===== src/rtl/vga_timing_pkg.sv =====
// -----------------------------------------------------------------------------
// vga_timing_pkg
//   Shared types and default timing for the VGA raster generator.
//   - phase_e        : raster phase of one axis (active, front porch, sync,
//                      back porch), in the order the raster visits them.
//   - VGA_*          : 640x480@60 default phase lengths (pixels / lines).
//   - phase_len()    : length of a given phase, from the four axis lengths.
//   - next_phase()   : successor phase in raster order.
// -----------------------------------------------------------------------------
package vga_timing_pkg;

    typedef enum logic [1:0] {
        PH_ACTIVE = 2'd0,
        PH_FP     = 2'd1,
        PH_SYNC   = 2'd2,
        PH_BP     = 2'd3
    } phase_e;

    // 640x480@60 horizontal timing, in pixels
    localparam int unsigned VGA_H_ACTIVE = 640;
    localparam int unsigned VGA_H_FP     = 16;
    localparam int unsigned VGA_H_SYNC   = 96;
    localparam int unsigned VGA_H_BP     = 48;

    // 640x480@60 vertical timing, in lines
    localparam int unsigned VGA_V_ACTIVE = 480;
    localparam int unsigned VGA_V_FP     = 10;
    localparam int unsigned VGA_V_SYNC   = 2;
    localparam int unsigned VGA_V_BP     = 33;

    function automatic int unsigned phase_len(
        input phase_e      ph,
        input int unsigned len_active,
        input int unsigned len_fp,
        input int unsigned len_sync,
        input int unsigned len_bp
    );
        int unsigned len;
        len = len_active;
        case (ph)
            PH_ACTIVE: len = len_active;
            PH_FP:     len = len_fp;
            PH_SYNC:   len = len_sync;
            PH_BP:     len = len_bp;
            default:   len = len_active;
        endcase
        return len;
    endfunction

    function automatic phase_e next_phase(input phase_e ph);
        phase_e nxt;
        nxt = PH_ACTIVE;
        case (ph)
            PH_ACTIVE: nxt = PH_FP;
            PH_FP:     nxt = PH_SYNC;
            PH_SYNC:   nxt = PH_BP;
            PH_BP:     nxt = PH_ACTIVE;
            default:   nxt = PH_ACTIVE;
        endcase
        return nxt;
    endfunction

endpackage


===== src/rtl/vga_axis_counter.sv =====
// -----------------------------------------------------------------------------
// vga_axis_counter
//   One raster axis: a position counter 0..TOTAL-1 plus a phase FSM that walks
//   ACTIVE -> FP -> SYNC -> BP -> ACTIVE, spending exactly its parameterised
//   number of enables in each phase. Used once for H (enabled by the pixel
//   strobe) and once for V (enabled by the H wrap).
// Ports
//   clk_i    in   1      clock
//   rst_i    in   1      synchronous reset, active-high
//   en_i     in   1      advance one step on this clock edge
//   pos_o    out  POS_W  current position within the axis
//   phase_o  out  2      current phase (phase_e)
//   wrap_o   out  1      en_i while at TOTAL-1: this edge returns pos_o to 0
// -----------------------------------------------------------------------------
module vga_axis_counter
    import vga_timing_pkg::*;
#(
    parameter  int unsigned ACTIVE = VGA_H_ACTIVE,
    parameter  int unsigned FP     = VGA_H_FP,
    parameter  int unsigned SYNC   = VGA_H_SYNC,
    parameter  int unsigned BP     = VGA_H_BP,
    localparam int unsigned TOTAL  = ACTIVE + FP + SYNC + BP,
    localparam int unsigned POS_W  = $clog2(TOTAL)
) (
    input  logic             clk_i,
    input  logic             rst_i,
    input  logic             en_i,
    output logic [POS_W-1:0] pos_o,
    output phase_e           phase_o,
    output logic             wrap_o
);

    // A zero-length phase would make the FSM skip a state and desynchronise
    // the phase from the position, so refuse to elaborate.
    if (ACTIVE == 0 || FP == 0 || SYNC == 0 || BP == 0) begin : g_bad_param
        $error("vga_axis_counter: every phase length must be >= 1");
    end

    phase_e           phase_q,  phase_d;
    logic [POS_W-1:0] pos_q,    pos_d;
    logic [POS_W-1:0] ph_cnt_q, ph_cnt_d;   // enables spent in current phase
    logic             last_pos;
    logic             last_in_phase;

    assign last_pos      = (pos_q == POS_W'(TOTAL - 1));
    assign last_in_phase = (ph_cnt_q ==
                            POS_W'(phase_len(phase_q, ACTIVE, FP, SYNC, BP) - 1));

    // NOTE: state registers use non-blocking assignments so every flop samples
    // the pre-edge values of all others, independent of statement order.
    always_ff @(posedge clk_i) begin
        if (rst_i) begin
            phase_q  <= PH_ACTIVE;
            pos_q    <= '0;
            ph_cnt_q <= '0;
        end else begin
            phase_q  <= phase_d;
            pos_q    <= pos_d;
            ph_cnt_q <= ph_cnt_d;
        end
    end

    // NOTE: every next-state signal is given a hold default before any branch,
    // so no path leaves it unassigned and no latch is inferred.
    always_comb begin
        phase_d  = phase_q;
        pos_d    = pos_q;
        ph_cnt_d = ph_cnt_q;
        if (en_i) begin
            pos_d = last_pos ? '0 : pos_q + POS_W'(1);
            if (last_in_phase) begin
                phase_d  = next_phase(phase_q);
                ph_cnt_d = '0;
            end else begin
                ph_cnt_d = ph_cnt_q + POS_W'(1);
            end
        end
    end

    assign pos_o   = pos_q;
    assign phase_o = phase_q;
    assign wrap_o  = en_i & last_pos;

endmodule


===== src/rtl/vga_timing_gen.sv =====
// -----------------------------------------------------------------------------
// vga_timing_gen
//   VGA raster timing generator. The pixel strobe is a clock enable; there is
//   a single clock. Two axis counters track (hpos, vpos); on each strobe the
//   output register stage loads the decode of the pre-increment position, so
//   outputs follow the strobe by one clk and hold between strobes.
// Ports
//   clk_i          in   1       system clock
//   rst_i          in   1       synchronous reset, active-high, wins over strobe
//   pix_strb_i     in   1       pixel enable, one clk wide, any spacing
//   hsync_o        out  1       horizontal sync, active level HSYNC_POL
//   vsync_o        out  1       vertical sync, active level VSYNC_POL
//   de_o           out  1       pixel lies in active H and active V
//   hcount_o       out  HCNT_W  pixel column of the emitted pixel
//   vcount_o       out  VCNT_W  line of the emitted pixel
//   line_start_o   out  1       one-clk pulse: pixel at hcount 0 emitted
//   frame_start_o  out  1       one-clk pulse: pixel at (0,0) emitted
// -----------------------------------------------------------------------------
module vga_timing_gen
    import vga_timing_pkg::*;
#(
    parameter  int unsigned H_ACTIVE  = VGA_H_ACTIVE,
    parameter  int unsigned H_FP      = VGA_H_FP,
    parameter  int unsigned H_SYNC    = VGA_H_SYNC,
    parameter  int unsigned H_BP      = VGA_H_BP,
    parameter  int unsigned V_ACTIVE  = VGA_V_ACTIVE,
    parameter  int unsigned V_FP      = VGA_V_FP,
    parameter  int unsigned V_SYNC    = VGA_V_SYNC,
    parameter  int unsigned V_BP      = VGA_V_BP,
    parameter  logic        HSYNC_POL = 1'b0,
    parameter  logic        VSYNC_POL = 1'b0,
    localparam int unsigned H_TOTAL   = H_ACTIVE + H_FP + H_SYNC + H_BP,
    localparam int unsigned V_TOTAL   = V_ACTIVE + V_FP + V_SYNC + V_BP,
    localparam int unsigned HCNT_W    = $clog2(H_TOTAL),
    localparam int unsigned VCNT_W    = $clog2(V_TOTAL)
) (
    input  logic              clk_i,
    input  logic              rst_i,
    input  logic              pix_strb_i,
    output logic              hsync_o,
    output logic              vsync_o,
    output logic              de_o,
    output logic [HCNT_W-1:0] hcount_o,
    output logic [VCNT_W-1:0] vcount_o,
    output logic              line_start_o,
    output logic              frame_start_o
);

    localparam int unsigned H_SYNC_FIRST = H_ACTIVE + H_FP;
    localparam int unsigned H_SYNC_LAST  = H_SYNC_FIRST + H_SYNC - 1;
    localparam int unsigned V_SYNC_FIRST = V_ACTIVE + V_FP;
    localparam int unsigned V_SYNC_LAST  = V_SYNC_FIRST + V_SYNC - 1;

    // ---------------------------------------------------------------- axes
    logic [HCNT_W-1:0] h_pos;
    logic [VCNT_W-1:0] v_pos;
    phase_e            h_phase;
    phase_e            v_phase;
    logic              h_wrap;
    logic              v_wrap;
    logic              v_en;

    assign v_en = pix_strb_i & h_wrap;

    vga_axis_counter #(
        .ACTIVE (H_ACTIVE),
        .FP     (H_FP),
        .SYNC   (H_SYNC),
        .BP     (H_BP)
    ) u_h_axis (
        .clk_i   (clk_i),
        .rst_i   (rst_i),
        .en_i    (pix_strb_i),
        .pos_o   (h_pos),
        .phase_o (h_phase),
        .wrap_o  (h_wrap)
    );

    vga_axis_counter #(
        .ACTIVE (V_ACTIVE),
        .FP     (V_FP),
        .SYNC   (V_SYNC),
        .BP     (V_BP)
    ) u_v_axis (
        .clk_i   (clk_i),
        .rst_i   (rst_i),
        .en_i    (v_en),
        .pos_o   (v_pos),
        .phase_o (v_phase),
        .wrap_o  (v_wrap)
    );

    // ------------------------------------------------------------- decode
    logic h_in_sync;
    logic v_in_sync;

    assign h_in_sync = (h_pos >= HCNT_W'(H_SYNC_FIRST)) &&
                       (h_pos <= HCNT_W'(H_SYNC_LAST));
    assign v_in_sync = (v_pos >= VCNT_W'(V_SYNC_FIRST)) &&
                       (v_pos <= VCNT_W'(V_SYNC_LAST));

    // first_px_q: the next strobe emits pixel (0,0). Set by reset and by the
    // frame wrap, cleared by any other strobe; avoids a full-width compare.
    logic first_px_q, first_px_d;

    // ------------------------------------------------------ output stage
    logic              hsync_q,       hsync_d;
    logic              vsync_q,       vsync_d;
    logic              de_q,          de_d;
    logic [HCNT_W-1:0] hcount_q,      hcount_d;
    logic [VCNT_W-1:0] vcount_q,      vcount_d;
    logic              line_start_q,  line_start_d;
    logic              frame_start_q, frame_start_d;

    always_comb begin
        hsync_d       = hsync_q;
        vsync_d       = vsync_q;
        de_d          = de_q;
        hcount_d      = hcount_q;
        vcount_d      = vcount_q;
        first_px_d    = first_px_q;
        // Pulses default low so they last one clk whatever the strobe spacing.
        line_start_d  = 1'b0;
        frame_start_d = 1'b0;
        if (pix_strb_i) begin
            hsync_d       = h_in_sync ? HSYNC_POL : ~HSYNC_POL;
            vsync_d       = v_in_sync ? VSYNC_POL : ~VSYNC_POL;
            de_d          = (h_phase == PH_ACTIVE) && (v_phase == PH_ACTIVE);
            hcount_d      = h_pos;
            vcount_d      = v_pos;
            line_start_d  = (h_pos == '0);
            frame_start_d = first_px_q;
            first_px_d    = v_wrap;
        end
    end

    always_ff @(posedge clk_i) begin
        if (rst_i) begin
            hsync_q       <= ~HSYNC_POL;
            vsync_q       <= ~VSYNC_POL;
            de_q          <= 1'b0;
            hcount_q      <= '0;
            vcount_q      <= '0;
            line_start_q  <= 1'b0;
            frame_start_q <= 1'b0;
            first_px_q    <= 1'b1;
        end else begin
            hsync_q       <= hsync_d;
            vsync_q       <= vsync_d;
            de_q          <= de_d;
            hcount_q      <= hcount_d;
            vcount_q      <= vcount_d;
            line_start_q  <= line_start_d;
            frame_start_q <= frame_start_d;
            first_px_q    <= first_px_d;
        end
    end

    assign hsync_o       = hsync_q;
    assign vsync_o       = vsync_q;
    assign de_o          = de_q;
    assign hcount_o      = hcount_q;
    assign vcount_o      = vcount_q;
    assign line_start_o  = line_start_q;
    assign frame_start_o = frame_start_q;

endmodule


===== config.mk =====
export PLATFORM = sky130hd
export DESIGN_NAME = vga_timing_gen
export DESIGN_NICKNAME = d
export VERILOG_FILES = /design/src/rtl/vga_timing_pkg.sv /design/src/rtl/vga_axis_counter.sv /design/src/rtl/vga_timing_gen.sv
export SDC_FILE = /design/constraint.sdc
export NUM_CORES = 1
export LEC_CHECK = 0
export ABC_AREA = 1
export CORE_UTILIZATION = 40
export CTS_CLUSTER_DIAMETER = 80
export DETAILED_ROUTE_END_ITERATION = 12
export REMOVE_ABC_BUFFERS = 1
export SLEW_MARGIN = 25
export SYNTH_ARGS = -nofsm -noshare
export SYNTH_HDL_FRONTEND = slang
export SYNTH_SLANG_ARGS = --single-unit

===== constraint.sdc =====
create_clock -name clk_i -period 1.55 [get_ports clk_i]
set_input_delay 0.31 -clock clk_i [delete_from_list [all_inputs] [get_ports clk_i]]
set_output_delay 0.31 -clock clk_i [all_outputs]
set_load 0.01 [all_outputs]

# Yosys cells after proc, flatten, opt, wreduce, memory -nomap -nowiden
# Cells that the tools add are included.
[op_classes]
addsub = 6
magnitude_cmp = 4
eq_ne = 10
muxes = 10
bitwise_logic = 4
reduce_logical = 9
[op_table]
columns = ["op", "n"]
rows = [
  ["10-bit one-hot mux with 4 select lines", 2],
  ["10-bit by 1-bit adder with 10-bit output (second input constant)", 4],
  ["10-bit two-way mux", 4],
  ["10-bit == test", 2],
  ["10-bit == test (second input constant)", 2],
  ["10-bit by 1-bit subtractor with 10-bit output (second input constant)", 2],
  ["2-bit one-hot mux with 4 select lines", 2],
  ["10-bit greater-or-equal comparator (second input constant)", 1],
  ["10-bit by 9-bit greater-or-equal comparator with 1-bit output (second input constant)", 1],
  ["10-bit less-or-equal comparator (second input constant)", 1],
  ["10-bit by 9-bit less-or-equal comparator with 1-bit output (second input constant)", 1],
  ["10-bit logical NOT", 1],
  ["2-bit == test (second input constant)", 4],
  ["2-bit by 1-bit == test with 1-bit output (second input constant)", 2],
  ["2-bit logical NOT", 2],
  ["2-bit AND reduction", 2],
  ["1-bit bitwise AND", 3],
  ["1-bit logical AND", 3],
  ["1-bit two-way mux", 2],
  ["2-bit OR reduction", 1],
  ["1-bit NOT", 1],
]
[totals]
ff_bits = 70
in_bits = 3

# Longest topological paths before layout
# Gate-level depths: netlist of the first run.
[depth]
word_depth = 5
mapped_depth = 12
ltp_nobuf = 12

# Modules after synthesis
# A second synthesis of the first run with hierarchy kept.
[hier_totals]
cells_unflattened = 494
hier_area_um2 = 3544.6
[by_module_without_submodules]
columns = ["mod", "instances", "cells_per_inst", "area_per_inst_um2", "seq_area_each_um2"]
rows = [
  ["vga_axis_counter (u_h_axis)", 1, 190, 1343.8, 440.4],
  ["vga_axis_counter (u_v_axis)", 1, 174, 1214.9, 440.4],
  ["vga_timing_gen", 1, 130, 985.9, 520.5],
]

# Worst setup path after synthesis of the first run
# No wires, ideal clock.
[synth_timing]
path_kind = "reg2reg"
from = "register u_h_axis.phase_q[0], in the netlist u_h_axis.phase_o[0]"
to = "register u_h_axis.ph_cnt_q[0]"
setup_ps = 70
arrival_time_ps = 1529
required_time_ps = 1480
path_slack_ps = -49
path_stages_with_launch = 9
path_buffers = 0
period_less_slack_ps = 1599
path_cell_list = "dfxtp_1 -> inv_1 -> ha_1 -> or2_2 -> nand4_1 -> nor2_1 -> nand3_1 -> nand2_1 -> a21oi_1"
[synth_between]
elab_chain_len = 5
[synth_rtl]
columns = ["element", "line_no", "text"]
rows = [
  ["start: declaration", "vga_axis_counter.sv:39", "phase_e phase_q, phase_d;"],
  ["start signal: assignment", "vga_axis_counter.sv:57", "phase_q <= phase_d;"],
  ["2-bit == test, or another cell as far along", "vga_timing_pkg.sv:40", "case (ph)"],
  ["10-bit one-hot mux with 4 select lines (*)", "vga_timing_pkg.sv:40", ""],
  ["10-bit by 1-bit subtractor with 10-bit output (*)", "vga_axis_counter.sv:47", "POS_W'(phase_len(phase_q, ACTIVE, FP, SYNC, BP) - 1));"],
  ["10-bit == test (*)", "vga_axis_counter.sv:46", "assign last_in_phase = (ph_cnt_q =="],
  ["10-bit two-way mux (*)", "vga_axis_counter.sv:71", "if (last_in_phase) begin"],
  ["end signal: assignment", "vga_axis_counter.sv:59", "ph_cnt_q <= ph_cnt_d;"],
  ["end: declaration", "vga_axis_counter.sv:41", "logic [POS_W-1:0] ph_cnt_q, ph_cnt_d;"],
]
# Every way passes the cells marked *; elsewhere a longest branch is shown, timed or not. The select of a mux whose other input is x is not followed.
# A chain may end at the register's enable or synchronous reset.

# Final worst setup path of the first run
[layout_timing]
from = "register u_v_axis.phase_q[0], in the netlist u_v_axis.phase_o[0]"
to = "register u_v_axis.ph_cnt_q[4]"
[layout_between]
elab_chain_len = 5
[layout_rtl]
columns = ["element", "line_no"]
rows = [
  ["start: declaration", "vga_axis_counter.sv:39"],
  ["start signal: assignment", "vga_axis_counter.sv:57"],
  ["2-bit == test, or another cell as far along", "vga_timing_pkg.sv:40"],
  ["10-bit one-hot mux with 4 select lines (*)", "vga_timing_pkg.sv:40"],
  ["10-bit by 1-bit subtractor with 10-bit output (*)", "vga_axis_counter.sv:47"],
  ["10-bit == test (*)", "vga_axis_counter.sv:46"],
  ["10-bit two-way mux (*)", "vga_axis_counter.sv:71"],
  ["end signal: assignment", "vga_axis_counter.sv:59"],
  ["end: declaration", "vga_axis_counter.sv:41"],
]
# Marked as above.

==> flow_summary_export.csv, run 1 <==
group,metric,value,unit
sta,unrepaired_setup_endpoints_after_global_routing,"true",
pwr,pwr-share-comb,6.9,%
global_route,grt_total_usage,19.7,%
pwr,switching_power,0.835,mW
synthesis,post_synth.cell_area_avg,7.06,um2
sta,fin_ws,0.0387,ns
finish,finalNetCount,586,
global_route,grt_antenna_before_repair,0,
synthesis,postSynthRegisterBits,70,
sta,final-hold-violation-count,0,
setup_path,largest_fanout_on_the_critical_path,8,
sta,setup_violations,0,
pwr,power_density,767,nW/um2
synthesis,proportion_of_synthesized_chip_area_in_sequential_cells,40.9,%
clock_tree,cts_sinks,70,
route,drt_first_pass_iters,4,
route,vias,3254,
synthesis,yosys.area.top_type_share,40.9,%
sta,timing.max_slew.rel_slack,82.6,%
global_route,grt_max_degree,24,
route,via_per_inst,4.81,
route,route.detailed.wl_per_inst,11.9,um
clock_tree,clock_tree.root_cell,"clkbuf_8",
sta,fin_crit,1.51,ns
synthesis,synth_area_leaders,"dfxtp_1, nand2_1, nor2_1",
setup_path,crit_type,"flip-flop to flip-flop",
setup_path,arrival,1.75,ns
worst_hold_path,worstHoldPathType,"flip-flop to flip-flop",
setup_path,crit_path_cell_trace,"buf_6, ha_2, nand2_1, inv_1, nor2_2, nand2_1, nor2_2, nand3_4, nand2_4, nor2_1",
synthesis,number_of_unique_standard_cell_types_used_by_synthesis,32,
clock_tree,cts-root-to-sink-buffers,2,
place,detailedPlace.worstSlack,-0.386,ns
setup_path,worst_setup_path_end_kind,"flip-flop",
place,post_dp_cell_area,4140,um2
finish,mostFrequentLayoutCell,"nand2_1",
pwr,power.share.switching,23.4,%
clock_tree,clock_tree_from_tritoncts,"built",
setup_path,critical_path.n_buffers_inverters,2,
pwr,power_frac_seq,52.2,%
route,drt.antenna.violating_nets,0,
floorplan,die_w,94.6,um
setup_path,crit_path_max_incr_delay,0.34,ns
synthesis,dominant_cell_type_by_area_after_synthesis,"dfxtp_1",
clock_tree,worst_skew_pair.late_latency,0.34,ns
job,cap_viol_max_count,0,
global_route,grt_overflow,0,
status,outcome,"completed",
setup_path,setup.worst_path.start_class,"flip-flop",
floorplan,core_region_area,8260,um2
synthesis,netlist_instances,486,
setup_path,critical_path.slowest_cell,"dfxtp_2",
finish,mostFrequentLayoutCells,"nand2_1, nor2_1, dfxtp_1, inv_1, buf_4",
setup_path,crit_family,"simple AND/OR/NAND/NOR gates",
sta,timing_max_transition_violations_final,0,
finish,n_diodes,0,
route,drt_iter0_markers,98,
sta,timing.final.crit_share,97.5,%
sta,worst_case_hold_slack,0.429,ns
finish,design_area,4640,um2
clock_tree,path_clk_slew,0.07,ns
floorplan,die_height,94.6,um
clock_tree,postCtsHoldBufs,0,
route,detail_route.drc_violations,0,
sta,worst_slew_pin_slew,0.259,ns
place,final_estimated_routing_congestion_in_global_placement,0.822,
sta,worst_clock_skew_on_the_final_layout,0.00950,ns
floorplan,starting_utilization_of_the_core_area,41.5,%
finish,final_util,56.2,%
clock_tree,htreeDepth,3,
global_route,vias_in_the_first_global_route,3046,
setup_path,timing.critical_path.required,1.79,ns
pwr,clock_power_share,40.9,%
pwr,ir_worst_vdd,526,uV
place,numPortBuffers,27,
place,place.detailed.hpwl,5.84,mm
synthesis,mapped_area,3430,um2
finish,layout-drive-gt1-share,21.9,%
sta,timing.fmax,0.662,GHz
floorplan,io_pins,28,
synthesis,ys.warnings.count,0,
finish,syn2layout_area_growth,35.4,%
global_route,first_pass_grt_wire_length,13.7,mm
clock_tree,cts_inserted_buffers,9,
pwr,power.leakage,2.15,nW
floorplan,fp.dieArea,8950,um2
floorplan,rows,33,
pwr,fin_total_pwr,3.56,mW
route,finalWirelength,8.06,mm
pwr,power_report.internal_total,2.73,mW
==> synthesized netlist by cell type (all sizes together) <==
cell type / number
nor2: 92
o22ai: 1
o21bai: 1
clkbuf: 7
a31oi: 1
xor2: 11
ha: 16
a211oi: 2
buf: 5
nand4: 4
nor4: 3
o21a: 1
nor3: 6
and3: 1
inv: 56
o21ai: 31
dfxtp: 70
or2: 3
nand3: 28
a21oi: 34
nand2: 108
xnor2: 5
==> power groups by stage <==
stage	Clock (mW)	Sequential [mW]	Combinational, mW
global placement	0	1.90	0.246
finish	1.46	1.86	0.246
floorplan	0	1.91	0.0853
CTS	1.50	1.86	0.249
detailed placement	0	1.90	0.248
global route	1.58	1.86	0.274
==> registers in the layout, indices dropped and copies added (netlist names) <==
register	cells
hsync_o	1
u_v_axis.phase_o	2
line_start_o	1
first_px_q	1
u_h_axis.phase_o	2
u_v_axis.pos_o	10
de_o	1
vsync_o	1
u_v_axis.ph_cnt_q	10
u_h_axis.ph_cnt_q	10
hcount_o	10
vcount_o	10
u_h_axis.pos_o	10
frame_start_o	1
==> area by class of cell <==
cell class,count,area [um2]
clock buffer,11,141
clock inverter,4,47.5
fill,789,3610
inverter,56,225
multi-input combinational,348,1950
sequential,70,1410
tap,105,131
timing repair buffer,82,739
==> worst min-delay path, delay by kind of cell, from the launching register on <==
family | cells | cell delay [ns]
and+or+nand+nor | 1 | 0.04
buffers and inverters | 1 | 0.05
DFF | 1 | 0.30
==> stage by stage <==
| step | TNS (ns) | cells |
|---|---|---|
| 6_report | 0 | 676 |
| 4_1_cts | -0.00754 | 670 |
| 3_3_place_gp | -10.73 | 655 |
| 5_1_grt | -0.580 | 676 |
| 3_5_place_dp | -11.49 | 655 |
| 2_1_floorplan | -1.53 | 474 |
==> final timing paths <==
check	startpoint	endpoint	slack [ns]	depth (start not counted)
worst max-delay path	u_v_axis.phase_o[0]	u_v_axis.ph_cnt_q[4]	0.04	10
worst min-delay path	first_px_q	frame_start_o	0.43	2
worst max register to register	u_v_axis.phase_o[0]	u_v_axis.ph_cnt_q[4]	0.04	10
worst min register to register	first_px_q	frame_start_o	0.43	2
==> repair_timing <==
item	4_1_cts	5_1_grt
resized for setup	25	63
buffers inserted	0	6
endpoints found under the setup margin	29	53
pin swaps	2	21
==> logic make-up (layout without fill, tap and decap cells) <==
group | count (synthesis) | after routing | synth area share [%]
AO/OA/AOI/OAI | 71 | 71 | 10.7
AND/OR/NAND/NOR | 245 | 245 | 30.6
XOR/XNOR | 16 | 16 | 4.09
flip-flops | 70 | 70 | 40.9
adder cells (fa/ha/maj) | 16 | 16 | 5.84
buffers and inverters | 68 | 153 | 7.88
==> metal layers <==
metal  vias up  track usage [%]  share of wire, %
li1       1704                -                 -
met1      1485             23.7                47
met2        53             33.6                48
met3        12             4.03               3.0
met4         0             9.09               1.8
met5         -                0                 0
(Power assumes the default switching activity.)
==> run 2: changes to the inputs <==
--- a/config.mk
+++ b/config.mk
@@ -9,6 +9,7 @@
 export CORE_UTILIZATION = 40
 export CTS_CLUSTER_DIAMETER = 80
 export DETAILED_ROUTE_END_ITERATION = 12
+export PLACE_DENSITY = 0.63
 export REMOVE_ABC_BUFFERS = 1
 export SLEW_MARGIN = 25
 export SYNTH_ARGS = -nofsm -noshare
==> run 2 against run 1 <==
Effect of this change: routed wire length increased by 1.7%; cell area is 0.73% higher; clock skew barely moved; combinational power up 7%; via count grew 1.1%; largest cell class unchanged; highest routed layer unchanged; total power decreased by 2.1%; setup slack about the same; utilization increased by 0.41 points.
==> flow_summary_export.csv, run 2 (synthesized netlist as in run 1, its figures left out) <==
group,metric,value,unit
status,outcome,"completed",
clock_tree,cts-root-to-sink-buffers,2,
clock_tree,worst_skew_pair.late_latency,0.34,ns
place,detailedPlace.worstSlack,-0.414,ns
clock_tree,htreeDepth,3,
global_route,first_pass_grt_wire_length,14.0,mm
setup_path,largest_fanout_on_the_critical_path,5,
global_route,grt_total_usage,19.9,%
pwr,power.leakage,2.22,nW
pwr,ir_worst_vdd,442,uV
sta,setup_violations,0,
finish,mostFrequentLayoutCell,"nand2_1",
global_route,grt_antenna_before_repair,0,
route,vias,3289,
job,cap_viol_max_count,0,
clock_tree,path_clk_slew,0.08,ns
setup_path,critical_path.slowest_cell,"dfxtp_2",
route,drt_first_pass_iters,4,
finish,mostFrequentLayoutCells,"nand2_1, nor2_1, dfxtp_1, buf_4, inv_1",
place,numPortBuffers,27,
global_route,vias_in_the_first_global_route,3132,
sta,timing_max_transition_violations_final,0,
setup_path,setup.worst_path.start_class,"flip-flop",
floorplan,die_w,94.6,um
setup_path,crit_path_max_incr_delay,0.37,ns
finish,layout-drive-gt1-share,22.4,%
clock_tree,postCtsHoldBufs,0,
floorplan,rows,33,
sta,timing.fmax,0.662,GHz
sta,unrepaired_setup_endpoints_after_global_routing,"true",
setup_path,crit_path_cell_trace,"ha_4, nand3_4, nor2_4, nand3_4, buf_6, nor2_4, nand2_2, o21ai_1, nor2_1",
route,finalWirelength,8.20,mm
sta,fin_ws,0.0385,ns
finish,finalNetCount,589,
place,final_estimated_routing_congestion_in_global_placement,0.889,
finish,num-fill-cells,779,
sta,timing.max_slew.rel_slack,80.5,%
finish,syn2layout_area_growth,36.4,%
clock_tree,clock_tree.root_cell,"clkbuf_8",
route,drt_iter0_markers,125,
setup_path,timing.critical_path.required,1.80,ns
global_route,grt_max_degree,23,
setup_path,arrival,1.76,ns
clock_tree,clock_tree_from_tritoncts,"built",
sta,timing.final.crit_share,97.5,%
route,route.detailed.wl_per_inst,12.1,um
sta,worst_slew_pin_slew,0.293,ns
setup_path,crit_type,"flip-flop to flip-flop",
floorplan,die_height,94.6,um
worst_hold_path,worstHoldPathType,"flip-flop to flip-flop",
floorplan,io_pins,28,
route,via_per_inst,4.84,
sta,fin_crit,1.51,ns
clock_tree,cts_sinks,70,
setup_path,worst_setup_path_end_kind,"flip-flop",
route,drt.antenna.violating_nets,0,
sta,setup_tns,0,ns
floorplan,starting_utilization_of_the_core_area,41.5,%
clock_tree,cts_inserted_buffers,9,
place,place.detailed.hpwl,5.86,mm
sta,worst_clock_skew_on_the_final_layout,0.00914,ns
floorplan,fp.dieArea,8950,um2
floorplan,core_region_area,8260,um2
finish,n_diodes,0,
sta,final-hold-violation-count,0,
route,detail_route.drc_violations,0,
global_route,grt_overflow,0,
pwr,power_density,746,nW/um2
==> run 2: cell types whose count changed in the layout (fill, tap and decap cells not counted), moves of 3 or more <==
cell / change
buf_4: +5
buf_6: -3
dfxtp_2: -3
dlygate4sd2_1: -5
dlymetal6s2s_1: +6
inv_2: +3
==> run 2: final timing paths <==
| check | start | end | slack [ns] | cells after the start |
|---|---|---|---|---|
| worst max-delay path | u_h_axis.pos_o[1] | u_v_axis.pos_o[8] | 0.04 | 9 |
| worst min register to register | hcount_o[6] | hcount_o[6] | 0.46 | 2 |
| worst min-delay path | hcount_o[6] | hcount_o[6] | 0.46 | 2 |
| worst max register to register | u_h_axis.pos_o[1] | u_v_axis.pos_o[8] | 0.04 | 9 |
==> run 2: power by group <==
group / internal [mW] / total (mW) / switching [mW]
combinational: 0.124 / 0.262 / 0.137
clock: 0.632 / 1.37 / 0.736
sequential: 1.84 / 1.86 / 0.0215
==> run 2: repair_timing <==
item / in CTS / in global routing
endpoints found under the setup margin: 25 / 53
buffers inserted: 0 / 5
pin swaps: 3 / 17
gates resized for setup: 19 / 65
cloned: 0 / 0
==> run 2: cell type report <==
class	count	area (um2)	area share, %
well taps	105	131	2.81
flip-flops and latches	70	1410	30.2
clock buffers	10	138	2.94
clock inverters	6	45.0	0.963
inverters	56	220	4.71
repair buffers	85	785	16.8
multi-input cells	348	1950	41.6
==> run 2: per-stage QoR <==
step | util [%] | instance area (um2) | hold WS [ns] | std cells | total power, mW
2_1_floorplan | - | 3370 | 0.379 | 474 | 2.00
3_3_place_gp | 50.6 | 4180 | 0.426 | 659 | 2.15
3_5_place_dp | 50.6 | 4180 | 0.432 | 659 | 2.15
4_1_cts | 53.8 | 4440 | 0.455 | 675 | 3.52
5_1_grt | 56.6 | 4680 | 0.481 | 680 | 3.64
6_report | 56.6 | 4680 | 0.459 | 680 | 3.49
==> run 2: worst max-delay path, delay by kind of cell (launching register included) <==
kind	cells	cell delay, ns
compound gates	1	0.14
buf+inv	1	0.18
fa+ha+maj	1	0.16
flops	1	0.37
simple gates	6	0.58
==> run 2: metal layers <==
layer / global-route usage, % / share of wire, %
met1: 24.8 / 47
met5: 0 / 0
met3: 4.19 / 2.8
met4: 6.57 / 1.2
met2: 34.0 / 49
==> run 3: changes to the inputs <==
--- a/config.mk
+++ b/config.mk
@@ -9,7 +9,8 @@
 export CORE_UTILIZATION = 40
 export CTS_CLUSTER_DIAMETER = 80
 export DETAILED_ROUTE_END_ITERATION = 12
-export PLACE_DENSITY = 0.63
+export GPL_TIMING_DRIVEN = 1
+export PLACE_DENSITY = 0.64
 export REMOVE_ABC_BUFFERS = 1
 export SLEW_MARGIN = 25
 export SYNTH_ARGS = -nofsm -noshare
==> run 3 against run 2 <==
Effect of this change: largest power group is now the clock network; the flow now finishes with violations (negative setup slack); combinational power increased by 6%; total power grew 18%; flip-flop and latch count is the same; setup slack worse by 0.042 ns; clock skew increased by 0.0011 ns; highest routed layer unchanged.
==> flow_summary_export.csv, run 3 (synthesized netlist as in run 1, its figures left out) <==
group,metric,value,unit
finish,syn2layout_area_growth,41.3,%
place,detailedPlace.worstSlack,-0.362,ns
finish,mostFrequentLayoutCell,"nand2_1",
setup_path,critical_path.slowest_cell,"clkdlybuf4s50_1",
clock_tree,cts_sinks,70,
setup_path,setup.worst_path.start_class,"input port",
sta,timing.max_slew.rel_slack,79.5,%
status,outcome,"finished, violations left",
global_route,grt_antenna_before_repair,0,
sta,fin_ws,-0.00346,ns
global_route,grt_overflow,0,
global_route,grt_max_degree,25,
clock_tree,cts-root-to-sink-buffers,2,
finish,layout-drive-gt1-share,26.3,%
pwr,ir_worst_vdd,820,uV
global_route,global_route.peak_usage_layer,"met2",
setup_path,crit_path_cell_trace,"clkdlybuf4s50_1, buf_6, clkinvlp_4, buf_4, buf_4, nor2_2, nor2_1, a211oi_1",
sta,setup_violations,1,
clock_tree,cts_inserted_buffers,9,
place,place.detailed.hpwl,5.77,mm
floorplan,die_height,94.6,um
floorplan,starting_utilization_of_the_core_area,41.5,%
global_route,global_route.usage.met1,24.4,%
clock_tree,path_clk_slew,0.08,ns
job,cap_viol_max_count,0,
finish,n_diodes,0,
floorplan,rows,33,
route,drt.antenna.violating_nets,0,
floorplan,die_w,94.6,um
setup_path,crit_path_max_incr_delay,0.47,ns
setup_path,worst_setup_path_end_kind,"flip-flop",
pwr,power_density,849,nW/um2
sta,worst_case_hold_slack,0.448,ns
sta,timing.fmax,0.644,GHz
finish,finalNetCount,589,
clock_tree,htreeDepth,3,
floorplan,fp.dieArea,8950,um2
clock_tree,worst_skew_pair.late_latency,0.34,ns
clock_tree,clock_tree_from_tritoncts,"built",
setup_path,most_common_cell_type_on_the_critical_path,"buf_4",
setup_path,timing.critical_path.required,1.80,ns
route,drt_iter0_markers,101,
floorplan,io_pins,28,
sta,unrepaired_setup_endpoints_after_global_routing,"true",
clock_tree,postCtsHoldBufs,0,
route,drt_first_pass_iters,4,
global_route,first_pass_grt_wire_length,14.4,mm
finish,mostFrequentLayoutCells,"nand2_1, nor2_1, dfxtp_1, buf_4, inv_1",
sta,final-hold-violation-count,0,
place,numPortBuffers,27,
route,finalWirelength,8.64,mm
floorplan,core_region_area,8260,um2
place,final_estimated_routing_congestion_in_global_placement,0.878,
setup_path,largest_fanout_on_the_critical_path,8,
setup_path,arrival,1.80,ns
pwr,power.leakage,2.20,nW
sta,timing_max_transition_violations_final,0,
sta,fin_crit,1.55,ns
setup_path,crit_type,"input port to flip-flop",
global_route,vias_in_the_first_global_route,3240,
route,detail_route.drc_violations,0,
route,route.detailed.wl_per_inst,12.7,um
clock_tree,clock_tree.root_cell,"clkbuf_8",
global_route,gr-usage-met2,35.5,%
global_route,global_route.usage.met3,4.11,%
sta,worst_clock_skew_on_the_final_layout,0.0102,ns
route,via_per_inst,4.95,
worst_hold_path,worstHoldPathType,"flip-flop to flip-flop",
route,vias,3364,
sta,worst_slew_pin_slew,0.304,ns
sta,timing.final.crit_share,100,%
global_route,grt_total_usage,20.3,%
status,failed_checks,"negative setup slack",
run 3: cell type report:
| type | count | area (um2) |
|---|---|---|
| clock buffers | 9 | 124 |
| clock inverters | 7 | 146 |
| fillers | 718 | 3410 |
| inverters | 56 | 224 |
| multi-input cells | 348 | 2010 |
| flip-flops and latches | 70 | 1420 |
| well taps | 105 | 131 |
| repair buffers | 85 | 790 |
run 3: worst paths after layout:
| path | start | to | slack (ns) | cells past startpoint |
|---|---|---|---|---|
| setup reg to reg | u_v_axis.phase_o[0] | u_v_axis.phase_o[1] | 0.02 | 12 |
| setup / recovery | pix_strb_i | u_h_axis.pos_o[3] | -0.003 | 8 |
| hold reg to reg | first_px_q | frame_start_o | 0.45 | 2 |
| hold / removal | first_px_q | frame_start_o | 0.45 | 2 |
run 3: power breakdown:
group	leakage, nW	internal [mW]	total [mW]	switching, mW
Combinational	1.49	0.132	0.278	0.145
Sequential	0.573	1.84	1.86	0.0210
Clock	0.134	1.24	1.98	0.737
Total	2.20	3.21	4.11	0.904
run 3: through the flow:
stage                     util [%]  std cells  cell area, um2   TNS, ns  power [mW]
final                         58.7        680            4840  -0.00346        4.11
after global routing          58.7        680            4840     -1.56        4.27
after CTS                     55.5        674            4580         0        4.14
after detailed placement      50.3        655            4150    -10.31        2.16
after global placement        50.3        655            4150     -9.39        2.15
after floorplan                  -        474            3370     -1.53        2.00
run 3: what timing repair did:
action                     in CTS  in global routing
pin swaps                      16                 19
setup buffers                   3                  6
gates resized for setup        38                 72
setup endpoints to repair      29                 53
run 3: routing by layer:
| layer | wire (um) | vias up |
|---|---|---|
| li1 | - | 1704 |
| met1 | 3920 | 1587 |
| met2 | 4260 | 59 |
| met3 | 280 | 14 |
| met4 | 167 | 0 |
| met5 | 0 | - |
run 3: worst max-delay path: cells and delay by family:
family          cells  cell delay [ns]
compound gates      1             0.23
buf+inv             5             1.07
simple gates        2             0.19
